**config.mk**
```make
export PLATFORM = sky130hd
export DESIGN_NAME = serial_subtractor
export DESIGN_NICKNAME = d
export VERILOG_FILES = /design/src/rtl/sub_pkg.sv /design/src/rtl/full_subtractor_cell.sv /design/src/rtl/serial_subtractor.sv
export SDC_FILE = /design/constraint.sdc
export NUM_CORES = 1
export LEC_CHECK = 0
export BUFFER_PORTS_ARGS = -buffer_cell sky130_fd_sc_hd__buf_2
export CORE_MARGIN = 4
export CORE_UTILIZATION = 50
export DETAILED_ROUTE_END_ITERATION = 8
export GPL_TIMING_DRIVEN = 0
export HOLD_SLACK_MARGIN = 0.03
export PLACE_DENSITY = 0.73
export SLEW_MARGIN = 20
export SYNTH_ARGS = -nofsm -noshare
export SYNTH_HDL_FRONTEND = slang
export SYNTH_HIERARCHICAL = 1
export SYNTH_SLANG_ARGS = --single-unit
```
**constraint.sdc**
```tcl
create_clock -name clk -period 2.3 [get_ports clk]
set_input_delay 0.46 -clock clk [delete_from_list [all_inputs] [get_ports clk]]
set_output_delay 0.46 -clock clk [all_outputs]
set_load 0.05 [all_outputs]
```
**src/rtl/sub_pkg.sv**
```systemverilog
// sub_pkg -- shared definitions for the bit-serial subtractor.
//
// Contents:
//   IDLE / RUN / DONE  FSM state encodings (2-bit constants)
//   DEFAULT_WIDTH      default operand width
//   clog2()            ceiling log2, used to size the bit counter
package sub_pkg;

    localparam logic [1:0] IDLE = 2'd0;
    localparam logic [1:0] RUN  = 2'd1;
    localparam logic [1:0] DONE = 2'd2;

    localparam int DEFAULT_WIDTH = 4;

    // Smallest r such that 2**r >= value.
    function automatic int clog2(input int value);
        int r;
        r = 0;
        for (int i = 0; i < 31; i++) begin
            if ((1 << i) < value) begin
                r = i + 1;
            end
        end
        return r;
    endfunction

endpackage

```
**src/rtl/full_subtractor_cell.sv**
```systemverilog
// full_subtractor_cell -- one-bit combinational full subtractor.
//
// Ports:
//   a    in   minuend bit
//   b    in   subtrahend bit
//   bin  in   borrow in
//   d    out  difference bit  (a - b - bin, modulo 2)
//   bout out  borrow out      (1 when a < b + bin)
module full_subtractor_cell (
    input  logic a,
    input  logic b,
    input  logic bin,
    output logic d,
    output logic bout
);

    assign d    = a ^ b ^ bin;
    // A borrow leaves this bit when b beats a outright, or when a and b
    // are equal and an incoming borrow has to propagate through.
    assign bout = (~a & b) | (~(a ^ b) & bin);

endmodule

```
**src/rtl/serial_subtractor.sv**
```systemverilog
// serial_subtractor -- bit-serial subtractor, Diff = A - B - Bin, LSB first.
//
// A single full_subtractor_cell is reused across WIDTH cycles. Operands are
// captured into shift registers on an accepted start, one bit is consumed per
// RUN cycle, and a final RUN cycle publishes the result so that done appears
// WIDTH+1 cycles after the accepting edge.
//
// Ports:
//   clk    in   rising-edge clock
//   rst    in   synchronous active-high reset
//   start  in   request, sampled in IDLE and DONE only
//   A, B   in   minuend / subtrahend (WIDTH bits)
//   Bin    in   borrow in
//   busy   out  high while a subtraction is in progress
//   done   out  one-cycle completion pulse
//   Diff   out  registered difference (WIDTH bits)
//   Bout   out  registered unsigned borrow out
//   Ovf    out  registered signed overflow (only with SUB_SIGNED_OVF_EN)
//
// Build option: define SUB_SIGNED_OVF_EN to add the Ovf port and the operand
// MSB capture flops that feed it.
module serial_subtractor
    import sub_pkg::*;
#(
    parameter int WIDTH = DEFAULT_WIDTH
) (
    input  logic             clk,
    input  logic             rst,
    input  logic             start,
    input  logic [WIDTH-1:0] A,
    input  logic [WIDTH-1:0] B,
    input  logic             Bin,
    output logic             busy,
    output logic             done,
    output logic [WIDTH-1:0] Diff,
`ifdef SUB_SIGNED_OVF_EN
    output logic             Ovf,
`endif
    output logic             Bout
);

    localparam int CW = (WIDTH > 1) ? clog2(WIDTH) : 1;
    localparam logic [CW-1:0] LAST_CNT = CW'(WIDTH - 1);

    logic [1:0]       state;
    logic [WIDTH-1:0] sa;
    logic [WIDTH-1:0] sb;
    logic [WIDTH-1:0] res;
    logic             br;
    logic [CW-1:0]    cnt;
    logic             last;
    logic             cell_d;
    logic             cell_bout;

`ifdef SUB_SIGNED_OVF_EN
    logic am;
    logic bm;
    logic ovf_q;
`endif

    full_subtractor_cell u_cell (
        .a    (sa[0]),
        .b    (sb[0]),
        .bin  (br),
        .d    (cell_d),
        .bout (cell_bout)
    );

    // Control and datapath share one register block. 'last' marks that the
    // final bit has been consumed; the RUN cycle that sees it set publishes
    // the result instead of shifting, which gives the WIDTH+1 cycle busy window.
    always_ff @(posedge clk) begin
        if (rst) begin
            state <= IDLE;
            sa    <= '0;
            sb    <= '0;
            res   <= '0;
            br    <= 1'b0;
            cnt   <= '0;
            last  <= 1'b0;
            Diff  <= '0;
            Bout  <= 1'b0;
`ifdef SUB_SIGNED_OVF_EN
            am    <= 1'b0;
            bm    <= 1'b0;
            ovf_q <= 1'b0;
`endif
        end else begin
            case (state)
                IDLE, DONE: begin
                    if (start) begin
                        state <= RUN;
                        sa    <= A;
                        sb    <= B;
                        br    <= Bin;
                        cnt   <= '0;
                        last  <= 1'b0;
`ifdef SUB_SIGNED_OVF_EN
                        am    <= A[WIDTH-1];
                        bm    <= B[WIDTH-1];
`endif
                    end else begin
                        state <= IDLE;
                    end
                end
                RUN: begin
                    if (last) begin
                        state <= DONE;
                        Diff  <= res;
                        Bout  <= br;
`ifdef SUB_SIGNED_OVF_EN
                        ovf_q <= (am != bm) && (res[WIDTH-1] != am);
`endif
                    end else begin
                        res <= {cell_d, res[WIDTH-1:1]};
                        sa  <= {1'b0, sa[WIDTH-1:1]};
                        sb  <= {1'b0, sb[WIDTH-1:1]};
                        br  <= cell_bout;
                        cnt <= cnt + 1'b1;
                        if (cnt == LAST_CNT) begin
                            last <= 1'b1;
                        end
                    end
                end
                default: begin
                    state <= IDLE;
                end
            endcase
        end
    end

    assign busy = (state == RUN);
    assign done = (state == DONE);

`ifdef SUB_SIGNED_OVF_EN
    assign Ovf = ovf_q;
`endif

endmodule

```
==> impl_metrics.ini <==
[sta]
fin_tns_setup_ns = 0
tightest_slew_ns = 0.591
finClkSkew_ns = 0.00245
grt_setup_unrepaired = no
slew_headroom = 0.606
timing.fmax_mhz = 521
fin_crit_ns = 1.92
setup-violations-final = 0
finalCritPeriodShare = 0.834
hold_violations = 0
timing.final.max_slew_violations = 0

[layout]
fin_nets = 153
drive_gt1_frac = 0.261
antenna_cells = 0
final_cells = 165
final_cell_mix = nand2_1 (30), dfxtp_1 (23), buf_2 (19), a21oi_1 (14), nand3_1 (9)
syn_to_final_growth_pct = 14.4
layout.cells.most_common = nand2_1
multi_input_area_um2 = 493
n_fill_cell = 196
ff_latch_area_um2 = 460

[synth]
yosys.area.top_type = dfxtp_1
synth.avg_cell_area_um2 = 8.98
synth_area_leaders = dfxtp_1 (44%), nand2_1 (11%), a311oi_2 (7.2%), a21oi_1 (6.7%), buf_6 (5.4%)
syn-num-nets = 130
ys_ff_latch = 23
yosysWarnings = 6
netlist_instances = 116
post-synth-top-area-fraction = 0.442
syn_area_um2 = 1040
synth-seq-area-share = 0.442
ys_types = 24

[cts]
cts_setup_buffers = 0
cts_tree = built
cts_sinks = 23
cts_buffers = 3
worstSkewPairLatency_ns = 0.30
clockBufferDepth = 2
ctsHtreeMaxLevel = 1
ctsHoldBuffers = 0
cts-resized-gates = 0
cts.clk_slew.worst_paths_ns = 0.12
cts_root_buffer = clkbuf_4

[route]
drcViolationCount = 0
vias_per_cell = 5.19
drtIter0Drc = 17
drt_wl_total_um = 2050
drt_pre_antenna_iters = 4
vias = 857
routedWlPerCell_um = 12.4
ant_nets = 0

[global_route]
gr-total-overflow = 0
grt_pass1_vias = 856
grtUsageTotal = 0.176
grt_pass1_wl_um = 3700
antenna_found_initial = 0
grt_max_degree = 13

[critical_path]
cp_max_fo = 10
r2r_setup_slack_ns = 0.97
r2r_start = last
reg2reg_to = br
path_class = register to output port
start_kind = register
cp-end-kind = output port
crit_start = state[0]
reg2regPathDepth = 5
arrival_ns = 1.46
endpoint = busy
cp.required_ns = 1.84

[power]
leakagePower_uw = 0.000471
ir_drop_mv = 0.389
powerDensity_nw_per_um2 = 635

[placed_design]
io_buffers = 18
dp_cells = 161
dpl.hpwl_um = 1530
place.gp.congestion = 0.741

[floorplanning]
rows = 16
die_y_um = 53.7
core-area_um2 = 1960
dieArea_um2 = 2880
initial_core_util = 0.531
die_w_um = 53.7
io_pins = 19

[outcome]
status = finished clean

[run]
drv_cap = 0

[min_path]
hp-class = input port to register
metal layers:
| metal | global-route usage | vias up | wire length (um) |
|---|---|---|---|
| met5 | 0 | - | 0 |
| met4 | 0.0766 | 0 | 13 |
| met3 | 0.0249 | 2 | 60 |
| met2 | 0.304 | 10 | 1030 |
| met1 | 0.216 | 403 | 945 |
| li1 | - | 442 | - |
Yosys cell counts:
master	count
nand3_1	9
and2b_1	1
nand3b_1	1
a311oi_1	2
dfxtp_1	23
nand2_8	1
nor2_1	2
fa_1	1
clkbuf_1	2
ha_1	1
inv_6	1
a22oi_1	1
buf_2	1
buf_6	5
nand2b_1	2
nand2_1	30
nor3_1	7
a21oi_1	14
nor3b_4	1
or3b_1	1
inv_1	3
or2b_2	1
nor2b_1	1
a311oi_2	5
state kept, by name, summed over array words and instances (netlist names):
signal,flops
cnt,2
last,1
sa,4
br,1
Diff,4
state,2
sb,4
res,4
Bout,1
cells by family after synthesis:
| family | Yosys count | synth area share |
|---|---|---|
| flops | 23 | 0.442 |
| fa+ha+maj | 2 | 0.0312 |
| compound gates | 22 | 0.163 |
| buf+inv | 12 | 0.0852 |
| simple gates | 57 | 0.279 |
through the flow:
stage | utilization | power [uW] | hold slack [ns] | setup slack, ns | instance area [um^2]
after floorplan | - | 547 | 0.437 | 0.722 | 1040
after global placement | 0.594 | 578 | 0.440 | 0.735 | 1170
after detailed placement | 0.594 | 584 | 0.446 | 0.718 | 1170
after CTS | 0.608 | 765 | 0.357 | 0.359 | 1190
after global routing | 0.608 | 799 | 0.360 | 0.255 | 1190
final | 0.608 | 757 | 0.366 | 0.382 | 1190
power breakdown:
part / internal [uW] / switching [uW] / total [uW]
clock: 67.6 / 116 / 184
sequential: 420 / 14.5 / 435
combinational: 59.1 / 79.9 / 139
total: 547 / 211 / 757
critical path, stage by stage (launching register included):
cell and delay (ns):
dfxtp_1 0.45, nand2b_1 0.10, buf_6 0.15, inv_6 0.06, buf_6 0.13, buf_2 0.27
worst min path at each step:
stage                     startpoint      end  slack (ns)  cells after the start
final                            rst    sb[1]        0.37                      2
after global routing             rst    sb[1]        0.36                      2
after CTS                        rst    sb[1]        0.36                      2
after detailed placement     Diff[2]  Diff[2]        0.45                      2
after global placement       Diff[2]  Diff[2]        0.44                      2
after floorplan               res[0]   res[0]        0.44                      2
area by class of cell:
class                      count  share of cell area
multi-input combinational     81               0.413
sequential                    23               0.386
timing repair buffer          18              0.0756
buffer                         8              0.0577
tap                           27              0.0283
clock buffer                   4              0.0220
inverter                       4              0.0168
Note: power is estimated with default switching activity, not from simulation.
